[src/rtl/writeback_arbiter_if.sv]
// Execute-unit to writeback bundle: per-unit X-side val/rdy + fields, single W-side port.
interface writeback_arbiter_if #(
  parameter int p_num_units    = 3,
  parameter int p_seq_num_bits = 5
);
  localparam int src_bits = $clog2(p_num_units);

  logic [p_num_units-1:0]                     x_val;
  logic [p_num_units-1:0]                     x_rdy;
  logic [p_num_units-1:0][31:0]               x_pc;
  logic [p_num_units-1:0][p_seq_num_bits-1:0] x_seq_num;
  logic [p_num_units-1:0][4:0]                x_waddr;
  logic [p_num_units-1:0][31:0]               x_wdata;
  logic [p_num_units-1:0]                     x_wen;

  logic                      w_val;
  logic                      w_rdy;
  logic [31:0]               w_pc;
  logic [p_seq_num_bits-1:0] w_seq_num;
  logic [4:0]                w_waddr;
  logic [31:0]               w_wdata;
  logic                      w_wen;
  logic [src_bits-1:0]       w_src;

  // Environment side: execute units drive X, writeback stage drives w_rdy.
  modport master (
    output x_val, x_pc, x_seq_num, x_waddr, x_wdata, x_wen, w_rdy,
    input  x_rdy, w_val, w_pc, w_seq_num, w_waddr, w_wdata, w_wen, w_src
  );

  modport slave (
    input  x_val, x_pc, x_seq_num, x_waddr, x_wdata, x_wen, w_rdy,
    output x_rdy, w_val, w_pc, w_seq_num, w_waddr, w_wdata, w_wen, w_src
  );
endinterface

[src/rtl/writeback_arbiter.sv]
// Round-robin merge of execute-unit completions into one registered writeback port.
// Latency 1 cycle; a full, stalled output buffer drops every x_rdy (only w_rdy -> x_rdy is combinational).
module writeback_arbiter #(
  parameter int p_num_units    = 3,
  parameter int p_seq_num_bits = 5
) (
  input logic               clk,
  input logic               rst,
  writeback_arbiter_if.slave bus
);
  localparam int src_bits = $clog2(p_num_units);

  typedef struct packed {
    logic [31:0]               pc;
    logic [p_seq_num_bits-1:0] seq_num;
    logic [4:0]                waddr;
    logic [31:0]               wdata;
    logic                      wen;
    logic [src_bits-1:0]       src;
  } msg_t;

  logic                buf_valid;
  msg_t                buf_q;
  logic [src_bits-1:0] ptr;
  logic [src_bits-1:0] winner;
  logic                any_val;
  logic                can_accept;
  logic                x_hs;
  logic                w_hs;

  function automatic logic [src_bits-1:0] wrap_add(logic [src_bits-1:0] base, int k);
    int s;
    s = int'(base) + k;
    if (s >= p_num_units) s = s - p_num_units;
    return src_bits'(s);
  endfunction

  // Scan from the highest offset down so the last hit is the one nearest ptr.
  always_comb begin
    winner  = '0;
    any_val = 1'b0;
    for (int k = p_num_units - 1; k >= 0; k--) begin
      if (bus.x_val[wrap_add(ptr, k)]) begin
        winner  = wrap_add(ptr, k);
        any_val = 1'b1;
      end
    end
  end

  assign w_hs       = buf_valid && bus.w_rdy;
  assign can_accept = !buf_valid || w_hs;
  assign x_hs       = any_val && can_accept && !rst;

  always_comb begin
    bus.x_rdy = '0;
    if (x_hs) bus.x_rdy[winner] = 1'b1;
  end

  always_ff @(posedge clk) begin
    if (rst) begin
      buf_valid <= 1'b0;
      buf_q     <= '0;
      ptr       <= '0;
    end else if (x_hs) begin
      // A same-cycle drain is implied: can_accept already covered it.
      buf_valid     <= 1'b1;
      buf_q.pc      <= bus.x_pc[winner];
      buf_q.seq_num <= bus.x_seq_num[winner];
      buf_q.waddr   <= bus.x_waddr[winner];
      buf_q.wdata   <= bus.x_wdata[winner];
      buf_q.wen     <= bus.x_wen[winner];
      buf_q.src     <= winner;
      ptr           <= (winner == src_bits'(p_num_units - 1)) ? '0 : winner + 1'b1;
    end else if (w_hs) begin
      buf_valid <= 1'b0;
    end
  end

  assign bus.w_val     = buf_valid;
  assign bus.w_pc      = buf_q.pc;
  assign bus.w_seq_num = buf_q.seq_num;
  assign bus.w_waddr   = buf_q.waddr;
  assign bus.w_wdata   = buf_q.wdata;
  assign bus.w_wen     = buf_q.wen;
  assign bus.w_src     = buf_q.src;

  // One-character trace: granted unit digit, or a space when nothing is granted.
  function automatic logic [7:0] trace();
    return x_hs ? (8'h30 + 8'(winner)) : 8'h20;
  endfunction
endmodule

[src/flat_wrapper.sv]
// flat-port wrapper written by rule: the top's interface ports become plain ports
module writeback_arbiter_flat 
#(
  parameter int p_num_units    = 3,
  parameter int p_seq_num_bits = 5
)
  (clk, rst, bus_x_val, bus_x_pc, bus_x_seq_num, bus_x_waddr, bus_x_wdata, bus_x_wen, bus_w_rdy, bus_x_rdy, bus_w_val, bus_w_pc, bus_w_seq_num, bus_w_waddr, bus_w_wdata, bus_w_wen, bus_w_src);
  writeback_arbiter_if #(.p_num_units(p_num_units), .p_seq_num_bits(p_seq_num_bits)) bus_i ();
  input logic clk;
  input logic rst;
  input wire logic [$bits(bus_i.x_val)-1:0] bus_x_val;
  input wire logic [$bits(bus_i.x_pc)-1:0] bus_x_pc;
  input wire logic [$bits(bus_i.x_seq_num)-1:0] bus_x_seq_num;
  input wire logic [$bits(bus_i.x_waddr)-1:0] bus_x_waddr;
  input wire logic [$bits(bus_i.x_wdata)-1:0] bus_x_wdata;
  input wire logic [$bits(bus_i.x_wen)-1:0] bus_x_wen;
  input wire logic [$bits(bus_i.w_rdy)-1:0] bus_w_rdy;
  output wire logic [$bits(bus_i.x_rdy)-1:0] bus_x_rdy;
  output wire logic [$bits(bus_i.w_val)-1:0] bus_w_val;
  output wire logic [$bits(bus_i.w_pc)-1:0] bus_w_pc;
  output wire logic [$bits(bus_i.w_seq_num)-1:0] bus_w_seq_num;
  output wire logic [$bits(bus_i.w_waddr)-1:0] bus_w_waddr;
  output wire logic [$bits(bus_i.w_wdata)-1:0] bus_w_wdata;
  output wire logic [$bits(bus_i.w_wen)-1:0] bus_w_wen;
  output wire logic [$bits(bus_i.w_src)-1:0] bus_w_src;
  assign bus_i.x_val = bus_x_val;
  assign bus_i.x_pc = bus_x_pc;
  assign bus_i.x_seq_num = bus_x_seq_num;
  assign bus_i.x_waddr = bus_x_waddr;
  assign bus_i.x_wdata = bus_x_wdata;
  assign bus_i.x_wen = bus_x_wen;
  assign bus_i.w_rdy = bus_w_rdy;
  assign bus_x_rdy = bus_i.x_rdy;
  assign bus_w_val = bus_i.w_val;
  assign bus_w_pc = bus_i.w_pc;
  assign bus_w_seq_num = bus_i.w_seq_num;
  assign bus_w_waddr = bus_i.w_waddr;
  assign bus_w_wdata = bus_i.w_wdata;
  assign bus_w_wen = bus_i.w_wen;
  assign bus_w_src = bus_i.w_src;
  writeback_arbiter #(.p_num_units(p_num_units), .p_seq_num_bits(p_seq_num_bits)) u_core (.clk(clk), .rst(rst), .bus(bus_i));
endmodule
[config.mk]
export PLATFORM = sky130hd
export DESIGN_NAME = writeback_arbiter_flat
export DESIGN_NICKNAME = d
export VERILOG_FILES = /design/src/rtl/writeback_arbiter_if.sv /design/src/rtl/writeback_arbiter.sv /design/src/flat_wrapper.sv
export SDC_FILE = /design/constraint.sdc
export NUM_CORES = 1
export LEC_CHECK = 0
export BUFFER_PORTS_ARGS = -buffer_cell sky130_fd_sc_hd__buf_2
export CAP_MARGIN = 0
export CORE_MARGIN = 10
export CORE_UTILIZATION = 40
export CTS_CLUSTER_DIAMETER = 150
export DETAILED_ROUTE_END_ITERATION = 6
export GPL_TIMING_DRIVEN = 0
export PLACE_DENSITY = 0.8
export SLEW_MARGIN = 10
export SYNTH_ARGS = -nofsm -noshare
export SYNTH_HDL_FRONTEND = slang
export SYNTH_SLANG_ARGS = --single-unit
[constraint.sdc]
create_clock -name clk -period 6 [get_ports clk]
set_clock_uncertainty 0.2 [all_clocks]
set_input_delay 0.6 -clock clk [delete_from_list [all_inputs] [get_ports clk]]
set_output_delay 0.6 -clock clk [all_outputs]
set_load 0.03 [all_outputs]
### Word level (Yosys, flattened, before mapping)

Index checks and enable logic that the tools add are counted.

| word-level totals | value |
|---|---|
| flip-flop bits (word level) | 80 |
| input port bits | 231 |
| output and inout bits | 81 |
| word-level logic and storage cells | 62 |

| cells by class | value |
|---|---|
| add/sub/neg operators | 6 |
| magnitude comparators | 8 |
| equality and inequality tests | 1 |
| multiplexer cells | 31 |
| reduce and logical (&&, ||, !) cells | 8 |

Operator list:

| kind | count |
|---|---|
| $bmux W32 S2 | 2 |
| $mux W32 | 2 |
| $bmux W5 S2 | 2 |
| $mux W2 | 7 |
| $lt A2 B3 Y1 const B | 4 |
| $mux W1 | 10 |
| $mux W5 | 2 |
| $bmux W1 S2 | 4 |
| $ge A3 B2 Y1 const B | 2 |
| $logic_and A1 B1 Y1 | 4 |
| $sub A2 B2 Y2 const B | 2 |
| $add A2 B1 Y3 const B | 1 |
| $add A2 B2 Y3 const B | 1 |
| $mux W3 | 1 |
| $add A2 B1 Y2 const B | 1 |
| $demux W1 S2 | 1 |
| $eq A2 B2 Y1 const B | 1 |
| $ge A2 B1 Y1 const B | 1 |
| $ge A2 B2 Y1 const B | 1 |
| $logic_not A1 Y1 | 2 |
| $reduce_bool A2 Y1 | 1 |
| $sub A2 B1 Y2 const B | 1 |
| $logic_or A1 B1 Y1 | 1 |

### Longest topological paths before layout

Gate-level depths: netlist (run 1).

| logic depth | value |
|---|---|
| depth in word-level cells | 13 |
| gate-level depth with buffers | 11 |
| mapped depth without buffers | 7 |

### Worst setup path after synthesis (run 1)

Ideal clock, no wire load.

| timing path | value |
|---|---|
| path type | register -> output |
| start | register u_core.ptr[1] |
| end | output bus_x_rdy[2] |
| arrival | 2276 ps |
| required time | 5200 ps |
| path slack | 2924 ps |
| stages on the path, launching flop included | 11 |
| buffers on the path | 4 |
| path through | dfxtp_1 -> inv_1 -> ha_1 -> buf_4 -> mux2i_1 -> nor2_1 -> clkbuf_1 -> a21oi_1 -> buf_2 -> buf_2 -> and3_1 |

| on the way | value |
|---|---|
| cells in the longest elaborated chain, start to end | 13 |
| elaborated cells on any way between the ends | 31 |
| those cells by class | add/sub (5); order compare (5); mux (18); reduce/logical (3) |

Ends and longest elaborated chain:

| item | RTL line | text |
|---|---|---|
| start: declaration | writeback_arbiter.sv:24 | `logic [src_bits-1:0] ptr;` |
| start signal: assignment | writeback_arbiter.sv:73 | `ptr <= (winner == src_bits'(p_num_units - 1)) ? '0 : winner + 1'b1;` |
| $add A2 B2 Y3 | writeback_arbiter.sv:33 | `s = int'(base) + k;` |
| $ge A3 B2 Y1 or $sub A2 B2 Y2 (tied branches) | writeback_arbiter.sv:34 | `if (s >= p_num_units) s = s - p_num_units;` |
| $mux W2 | writeback_arbiter.sv:34 |  |
| $bmux W1 S2 | writeback_arbiter.sv:43 | `if (bus.x_val[wrap_add(ptr, k)]) begin` |
| $mux W1 (not written as such) | writeback_arbiter.sv:43 |  |
| $mux W2 (3 in series) | writeback_arbiter.sv:43 |  |
| $lt A2 B3 Y1 (not written as such) or $ge A2 B1 Y1 (tied branches) | writeback_arbiter.sv:56 | `if (x_hs) bus.x_rdy[winner] = 1'b1;` |
| $logic_and A1 B1 Y1 (not written as such) | writeback_arbiter.sv:56 |  |
| $mux W1 (not written as such) | writeback_arbiter.sv:56 |  |
| $demux W1 S2 | - |  |
| $mux W3 * | writeback_arbiter.sv:56 |  |
| end: declaration | flat_wrapper.sv:18 | `output wire logic [$bits(bus_i.x_rdy)-1:0] bus_x_rdy;` |

Mark *: on every way between the ends. The rest lies on a longest branch, timed or not. The select of a mux whose other input is x is not followed.

### Final worst setup path (run 1)

Same ends and word-level chain as after synthesis.

==> results of run 1 <==
-- worst max path at each step --
stage                               startpoint           end  slack [ns]  cells past startpoint
finish              u_core.ptr[1]$_SDFFE_PP0P_  bus_x_rdy[2]        1.62                     11
global route        u_core.ptr[1]$_SDFFE_PP0P_  bus_x_rdy[2]        1.41                     11
CTS                 u_core.ptr[1]$_SDFFE_PP0P_  bus_x_rdy[2]        1.61                     11
detailed placement  u_core.ptr[1]$_SDFFE_PP0P_  bus_x_rdy[2]        2.00                     11
global placement    u_core.ptr[1]$_SDFFE_PP0P_  bus_x_rdy[2]        2.11                     11
floorplan           u_core.ptr[1]$_SDFFE_PP0P_  bus_x_rdy[2]        2.92                     10
-- Yosys cell counts (2+ instances only) --
master,n
o21ai_0,56
nor2b_1,3
a311oi_1,18
dfxtp_1,80
a221oi_1,3
nand2_1,5
nor2_1,22
buf_2,18
inv_1,38
o21ai_1,4
o211ai_1,2
clkbuf_1,30
a21oi_1,4
a211oi_1,19
o21ai_2,2
a32oi_1,60
nand2b_1,3
ha_1,4
o32ai_1,17
mux2i_1,59
buf_4,2
-- cell families after synthesis --
family / count (synthesis) / synth area share
multiplexers: 59 / 0.140
buffers and inverters: 91 / 0.0899
flip-flops: 80 / 0.378
AND/OR/NAND/NOR: 40 / 0.0438
AO/OA/AOI/OAI: 193 / 0.336
adder cells (fa/ha/maj): 4 / 0.0118
-- worst register-to-register path, cell delays in order, from the launching register on --
cell	delay [ns]
dfxtp_1	0.40
inv_1	0.09
ha_1	0.21
buf_4	0.18
mux2i_1	0.27
o21ai_2	0.16
a221oi_1	1.05
buf_2	0.38
buf_2	0.28
a32oi_1	0.10
o21ai_0	0.09
-- area by class of cell --
type	count	area (um^2)
Clock inverter	4	51.3
Fill cell	919	4150
Sequential cell	80	1600
Timing Repair Buffer	310	1550
Antenna cell	1	2.50
Tap cell	136	170
Buffer	52	234
Clock buffer	12	165
Multi-Input combinational cell	296	2250
Inverter	39	146
-- through the flow --
| stage | worst slack [ns] | util |
|---|---|---|
| after global placement | 2.11 | 0.577 |
| after global routing | 1.41 | 0.598 |
| after floorplan | 2.92 | - |
| final | 1.62 | 0.598 |
| after detailed placement | 2.00 | 0.577 |
| after CTS | 1.61 | 0.598 |
-- registers in the layout (all words and copies together) (netlist names) --
| register | flops |
|---|---|
| u_core.bus.w_waddr | 5 |
| u_core.bus.w_wen | 1 |
| u_core.bus.w_src | 2 |
| u_core.ptr | 2 |
| u_core.bus.w_val | 1 |
| u_core.bus.w_pc | 32 |
| u_core.bus.w_wdata | 32 |
| u_core.bus.w_seq_num | 5 |
-- power groups by stage --
stage,clock network (mW),logic (mW),registers (mW)
2_1_floorplan,0,0.514,1.08
3_3_place_gp,0,1.21,0.773
3_5_place_dp,0,1.24,0.781
4_1_cts,0.437,1.24,0.771
5_1_grt,0.464,1.33,0.792
6_report,0.429,1.24,0.774
-- routing by layer --
| metal | vias to the layer above | wire length (um) | GRT usage |
|---|---|---|---|
| li1 | 2453 | - | - |
| met4 | 0 | 420 | 0.0810 |
| met3 | 35 | 2210 | 0.0914 |
| met1 | 2417 | 6830 | 0.250 |
| met2 | 291 | 9650 | 0.425 |
| met5 | - | 0 | 0 |
==> qor.txt, run 1 <==
Outcome: completed
Initial antenna violation count: 1
Synth top area cells: dfxtp_1, mux2i_1, a32oi_1
Max-cap violations: 0
Maximum VDD drop: 0.220 mV
Yosys reg bits: 80
Final Setup Violations: 0
Fin. Hold Viols: 0
CTS Buf Count: 9
CTS Sinks: 80
Buffers & Inverters on Critical Path: 6
WHS Endpoint: u_core.bus.w_wdata[16]$_SDFFE_PP0P_
Worst-margin pin slew: 1.24 ns
Clock power frac: 0.176
Worst path slowest cell: a21oi_1
Pins over their slew limit: 0
EDFF count, synth: 0
Via count: 5196
Synth Instances: 467
Number of global-route vias before repair: 5621
R2R Setup Slk: 2.53 ns
Cell family with most CP delay: buffers and inverters
DIE AREA: 0.0151 mm^2
Reg2reg path depth: 10
Port Buf Inserts: 310
Design area: 0.00617 mm^2
Final Critical Period: 4.38 ns
Hold path startpoint: u_core.bus.w_wdata[16]$_SDFFE_PP0P_
Overflow after GRT: 0
Critical path arrival: 3.58 ns
Hold WC Path Type: flop to flop
Slowest cell delay on critical path: 0.67 ns
Internal power: 1.33 mW
Clk root buf: clkbuf_8
PD cells: 395 mW/mm^2
Die X: 123 um
Tot GR Track Use: 0.238
Leak pwr: 3.18 nW
Post_cts resized: 0
Post-Syn Area: 0.00423 mm^2
Most common cell after layout, fill and taps aside: buf_2
Netlist cell types: 39
Avg Cell Area, Syn: 9.06 um^2
Sequential share of the synthesized area: 0.378
Insertion delay to the later sink of the worst-skew pair: 0.35 ns
Area grow syn2layout: 45.9%
Initial Util: 0.410
Comb pwr share: 0.507
Sw frac: 0.457
Crit Path Class: flop to output port
H-tree level count: 3
Tot Pwr: 2.44 mW
NetSw: 1.11 mW
First-pass GRT wire length: 28800 um
Setup tns final: 0 ns
Ys Warns: 0
Tcrit/Tclk final: 0.730
CP dominant cell by count: buf_2
Critical Path Source Type: flop
Highest net fanout along the worst path: 10
Clock-pin slew on the worst setup and hold paths: 0.09 ns
DR vias/cell: 5.59
Final WL: 19100 um
WHS: 0.272 ns
Hold depth: 2
Placement Cell Area: 0.00595 mm^2
CP Data Required Time: 5.20 ns
First-pass DRT Iterations: 5
Slew headroom: 0.171
Synth top area share: 0.378
Final nets: 1023
Post-synth top area cell: dfxtp_1
Max frequency: 228 MHz
Sequential share of power: 0.317
FF-to-FF Start: u_core.ptr[1]$_SDFFE_PP0P_
DRC errors left: 0
Final cell count without fillers: 930
Top FF cell, synth: dfxtp_1
Core Box Area: 0.0103 mm^2
Placed instance count: 913
Post-CTS setup buffers: 0
Iteration-0 DRC Markers: 404
Reg2reg end: u_core.bus.w_pc[26]$_SDFFE_PP0P_
RSZ-0062 raised after global routing: false
Routability-driven placement congestion ratio: 0.961
Clk buf depth: 2
Crit end category: output port
Worst-path cell chain: inv_1, ha_1, buf_4, mux2i_1, nor2_1, clkbuf_1, a21oi_1, buf_2, buf_2, and3_1, buf_2
Fraction of registers with async set/reset: 0
Routed Antenna Nets: 0
Dpl hpwl: 15500 um
CTS tree: built
DR WL/cell: 20.6 um
Row cnt: 37
Die height: 123 um
Share of cells above drive strength 1: 0.446
Syn_nets: 702
Commonest cells after routing, fill and taps aside: buf_2, dfxtp_1, a32oi_1, mux2i_1, o21ai_0
Hold Buf Count CTS: 0
Top-Level Pins: 312
Largest net degree at the start of global routing: 14
Power figures use the tool's default switching activity.
==> inputs of run 2 (changes only) <==
Settings changed: ABC_AREA set to 1, PLACE_DENSITY 0.8 to 0.76.
Clock period 6 ns to 4.16 ns, I/O delays scaled along.
==> run 2 against run 1 <==
Compared with the run above: clock power up 64%; final cell count up 36%; global-route usage down 0.66 points; utilization down 2.5 points; first-iteration DRC count down 6.2%; synthesized area up 15%; hold slack worse by 0.20 ns; wire length up 10%; sequential share of layout area down 2.6 points; largest cell class unchanged.
==> qor.txt, run 2 <==
Dpl hpwl: 16600 um
DR vias/cell: 5.06
Routed Antenna Nets: 0
Post-synth top cells: nand2_1, nand3_1, dfxtp_1, inv_1, a21oi_1
Clk buf depth: 2
Pins over their slew limit: 0
CTS Sinks: 80
Outcome: completed
Top-Level Pins: 312
Insertion delay to the later sink of the worst-skew pair: 0.34 ns
Die height: 130 um
Iteration-0 DRC Markers: 379
Placed instance count: 1249
Post-synth top area cell: dfxtp_1
Avg Cell Area, Syn: 6.14 um^2
Hold WC Path Type: input pin to flop
Leak pwr: 4.08 nW
CTS Buf Count: 9
DRC errors left: 0
Fin. Hold Viols: 0
Synth Instances: 791
Netlist cell types: 22
Ys Warns: 0
Final Critical Period: 3.43 ns
Routability-driven placement congestion ratio: 0.896
Post_cts resized: 0
Overflow after GRT: 0
Area grow syn2layout: 41.0%
Diode count: 0
Worst-margin pin slew: 0.720 ns
Sequential share of the synthesized area: 0.330
Tot GR Track Use: 0.231
H-tree level count: 3
Largest net degree at the start of global routing: 12
PD cells: 805 mW/mm^2
Number of global-route vias before repair: 6073
Commonest cells after routing, fill and taps aside: buf_2, nand2_1, nand3_1, dfxtp_1, inv_1
Slew headroom: 0.520
DR WL/cell: 16.6 um
Post-Syn Area: 0.00486 mm^2
Fraction of registers with async set/reset: 0
Count leader, synth: nand2_1
Synth top area share: 0.330
First-pass GRT wire length: 31000 um
CTS tree: built
Crit end category: output port
Top FF cell, synth: dfxtp_1
Final cell count without fillers: 1264
First-pass DRT Iterations: 5
Synth top area cells: dfxtp_1, nand2_1, nand3_1
Via count: 6397
Die X: 130 um
Tcrit/Tclk final: 0.825
Port Buf Inserts: 311
Final Setup Violations: 0
Max frequency: 291 MHz
Initial Util: 0.406
Post-CTS setup buffers: 0
Syn_nets: 1026
Hold Buf Count CTS: 0
Yosys reg bits: 80
Final nets: 1348
Clock-pin slew on the worst setup and hold paths: 0.06 ns
EDFF count, synth: 0
Most common cell after layout, fill and taps aside: buf_2
RSZ-0062 raised after global routing: false
Row cnt: 40
Clk root buf: clkbuf_16
Core Box Area: 0.0120 mm^2
Initial antenna violation count: 0
Final WL: 21000 um
DIE AREA: 0.0170 mm^2
CP Data Required Time: 3.54 ns
Share of cells above drive strength 1: 0.332
Critical path arrival: 2.82 ns
Critical Path Source Type: flop
Crit Path Class: flop to output port
Highest net fanout along the worst path: 10
Max-cap violations: 0
Maximum VDD drop: 0.313 mV
Setup tns final: 0 ns
## run 2: layout make-up
type,count,area (um^2)
fillers,1264,5110
multi-input cells,573,2660
flip-flops and latches,80,1600
repair buffers,311,1560
inverters,82,308
plain buffers,56,285
clock buffers,14,244
well taps,147,184
clock inverters,1,5.00
## run 2: final timing paths
kind	from	end	slack, ns	cells after the start
max reg2reg	u_core.ptr[0]$_SDFFE_PP0P_	u_core.bus.w_waddr[0]$_SDFFE_PP0P_	1.44	13
min reg2reg	u_core.bus.w_src[0]$_SDFFE_PP0P_	u_core.bus.w_src[0]$_SDFFE_PP0P_	0.27	2
max	u_core.ptr[0]$_SDFFE_PP0P_	bus_x_rdy[2]	0.73	13
min	bus_x_pc[65]	u_core.bus.w_pc[1]$_SDFFE_PP0P_	0.07	3
## run 2: per-layer routing
layer,up-vias,GRT usage,part of all wire
met5,-,0,0
li1,3192,-,-
met2,328,0.396,0.48
met4,0,0.0899,0.027
met3,36,0.0698,0.11
met1,2841,0.264,0.38
## run 2: power breakdown
part | switching [mW] | internal [mW] | total, mW
clock | 0.301 | 0.401 | 0.703
combinational | 2.44 | 1.06 | 3.50
sequential | 0.177 | 1.13 | 1.30
## run 2: cell families (layout without fill, tap and decap cells)
group                      count (synthesis)  after routing  share of synthesized area
and+or+nand+nor                          478            478                      0.434
buffers and inverters                    138            464                      0.122
AOI/OAI and AO/OA                         91             91                      0.104
DFF                                       80             80                      0.330
adders and majority gates                  4              4                     0.0103
## run 2: stage by stage
step	setup WS (ns)	total power [mW]	utilization	instance area [um^2]	hold WS [ns]
after floorplan	1.38	3.73	-	4860	0.271
after global placement	1.13	4.77	0.552	6600	0.251
after detailed placement	1.08	4.81	0.552	6600	0.258
after CTS	0.699	5.52	0.572	6850	0.0657
after global routing	0.402	5.93	0.572	6850	0.0865
final	0.728	5.51	0.572	6850	0.0729
## run 2: worst max-delay path, stage by stage (launching register included)
cell	delay, ns
dfxtp_1	0.38
inv_1	0.08
ha_1	0.37
inv_2	0.11
nand2_1	0.07
nand3_1	0.11
nand2_2	0.10
nand3_4	0.14
nand2_2	0.10
nor2_1	0.14
clkbuf_1	0.44
inv_1	0.12
nor2_1	0.10
buf_2	0.21
==> inputs of run 3 (changes only) <==
Clock period 4.16 ns to 3.5 ns, I/O delays scaled along.
==> run 3 against run 2 <==
Compared with the run above: wire length up 0.44%; sequential power is 19% higher; clock-buffer cell count unchanged; largest power group unchanged.
==> qor.txt, run 3 (synthesis gave the netlist of run 2 again) <==
Crit Path Class: flop to output port
Initial antenna violation count: 0
Hold depth: 3
Via count: 6426
DIE AREA: 0.0170 mm^2
Maximum VDD drop: 0.371 mV
Worst-path cell chain: inv_1, ha_1, inv_2, nand2_1, nand3_1, nand2_2, nand3_2, nand2_4, nand2_4, buf_6, buf_2, nor2_1, buf_2
DR vias/cell: 5.08
Number of global-route vias before repair: 6083
Core Util, Final: 0.574
Largest net degree at the start of global routing: 12
Dpl hpwl: 16600 um
PD cells: 955 mW/mm^2
Final nets: 1349
Internal power: 3.08 mW
H-tree level count: 3
Share of cells above drive strength 1: 0.333
Sequential share of power: 0.237
Final Critical Period: 3.23 ns
CTS tree: built
Register area: 0.00160 mm^2
Most common cell after layout, fill and taps aside: buf_2
Tcrit/Tclk final: 0.923
Area grow syn2layout: 41.2%
Overflow after GRT: 0
Die X: 130 um
Worst path slowest cell: ha_1
Clk buf depth: 2
Crit end category: output port
Routed Antenna Nets: 0
Buffers & Inverters on Critical Path: 5
Setup tns final: 0 ns
Clk root buf: clkbuf_16
Max-cap violations: 0
Insertion delay to the later sink of the worst-skew pair: 0.34 ns
Critical Path Source Type: flop
Worst-margin pin slew: 0.715 ns
Outcome: completed
Pins over their slew limit: 0
Hold WC Path Type: input pin to flop
Diode count: 0
Cell family with most CP delay: simple AND/OR/NAND/NOR gates
Critical path depth: 13
Core Box Area: 0.0120 mm^2
Commonest cells after routing, fill and taps aside: buf_2, nand2_1, nand3_1, dfxtp_1, inv_1
WHS: 0.0302 ns
Initial Util: 0.406
Routability-driven placement congestion ratio: 0.896
Sw frac: 0.529
First-pass GRT wire length: 31000 um
Leak pwr: 4.09 nW
Port Buf Inserts: 311
Clock power frac: 0.127
First-pass DRT Iterations: 6
Top-Level Pins: 312
Max frequency: 309 MHz
Slowest cell delay on critical path: 0.39 ns
Clock-pin slew on the worst setup and hold paths: 0.06 ns
CTS Buf Count: 9
CP Data Required Time: 2.95 ns
Layout fillers: 1263
Fin. Hold Viols: 0
DR WL/cell: 16.7 um
Reg2reg path depth: 13
Area of the multi-input gates: 0.00266 mm^2
Tot GR Track Use: 0.232
RSZ-0062 raised after global routing: false
Final Setup Violations: 0
Tot Pwr: 6.55 mW
Die height: 130 um
Comb pwr share: 0.636
Highest net fanout along the worst path: 10
Iteration-0 DRC Markers: 423
Row cnt: 40
Final WL: 21100 um
DRC errors left: 0
Slew headroom: 0.523
Design area: 0.00686 mm^2
CTS Sinks: 80
Critical path arrival: 2.68 ns
NetSw: 3.47 mW
Placement Cell Area: 0.00660 mm^2
-- run 3: cell types whose count changed in the layout (fill, tap and decap cells not counted) --
cell	before	now
buf_2	341	340
clkbuf_1	21	20
clkbuf_2	0	1
clkbuf_4	0	1
dlygate4sd3_1	0	1
-- run 3: power groups by stage --
stage / sequential (mW) / combinational, mW / clock, mW
4_1_cts: 1.55 / 4.17 / 0.849
3_5_place_dp: 1.56 / 4.15 / 0
5_1_grt: 1.59 / 4.57 / 0.889
2_1_floorplan: 2.38 / 2.06 / 0
6_report: 1.55 / 4.17 / 0.833
3_3_place_gp: 1.54 / 4.13 / 0
-- run 3: worst reg2reg max path, stage by stage (launching register included) --
cell      delay (ns)
dfxtp_1         0.38
inv_1           0.08
ha_1            0.39
inv_2           0.08
nand2_1         0.08
nand3_1         0.11
nand2_2         0.13
nand3_4         0.15
nand2_2         0.14
buf_2           0.26
clkbuf_1        0.37
nand2_1         0.11
nand2_1         0.09
inv_1           0.04
-- run 3: worst paths after layout --
kind | from | to | slack, ns
hold / removal | bus_x_wdata[68] | u_core.bus.w_wdata[4]$_SDFFE_PP0P_ | 0.03
hold reg to reg | u_core.bus.w_src[0]$_SDFFE_PP0P_ | u_core.bus.w_src[0]$_SDFFE_PP0P_ | 0.27
setup reg to reg | u_core.ptr[0]$_SDFFE_PP0P_ | u_core.bus.w_waddr[0]$_SDFFE_PP0P_ | 0.78
setup / recovery | u_core.ptr[0]$_SDFFE_PP0P_ | bus_x_rdy[1] | 0.27
-- run 3: final cells by class --
| type | instances | area share |
|---|---|---|
| Tap cell | 147 | 0.0268 |
| Timing Repair Buffer | 312 | 0.228 |
| Inverter | 82 | 0.0449 |
| Buffer | 56 | 0.0421 |
| Clock inverter | 1 | 0.000730 |
| Multi-Input combinational cell | 573 | 0.388 |
| Sequential cell | 80 | 0.233 |
| Clock buffer | 14 | 0.0356 |
-- run 3: timing repair --
item / CTS / global route
setup endpoints to repair: 0 / 3
hold endpoints to repair: 1 / 0
buffers inserted: 0 / 0
hold buffers: 1 / 0
resized for setup: 0 / 3
-- run 3: per-layer routing --
metal	GRT usage	routed length, um
met1	0.265	8060
met2	0.396	10100
met3	0.0698	2330
met4	0.0899	576
met5	0	0
-- run 3: through the flow --
stage,std cells,worst slack [ns]
floorplan,791,0.784
global placement,1249,0.532
detailed placement,1249,0.481
CTS,1265,0.105
global route,1265,0.0106
finish,1265,0.269
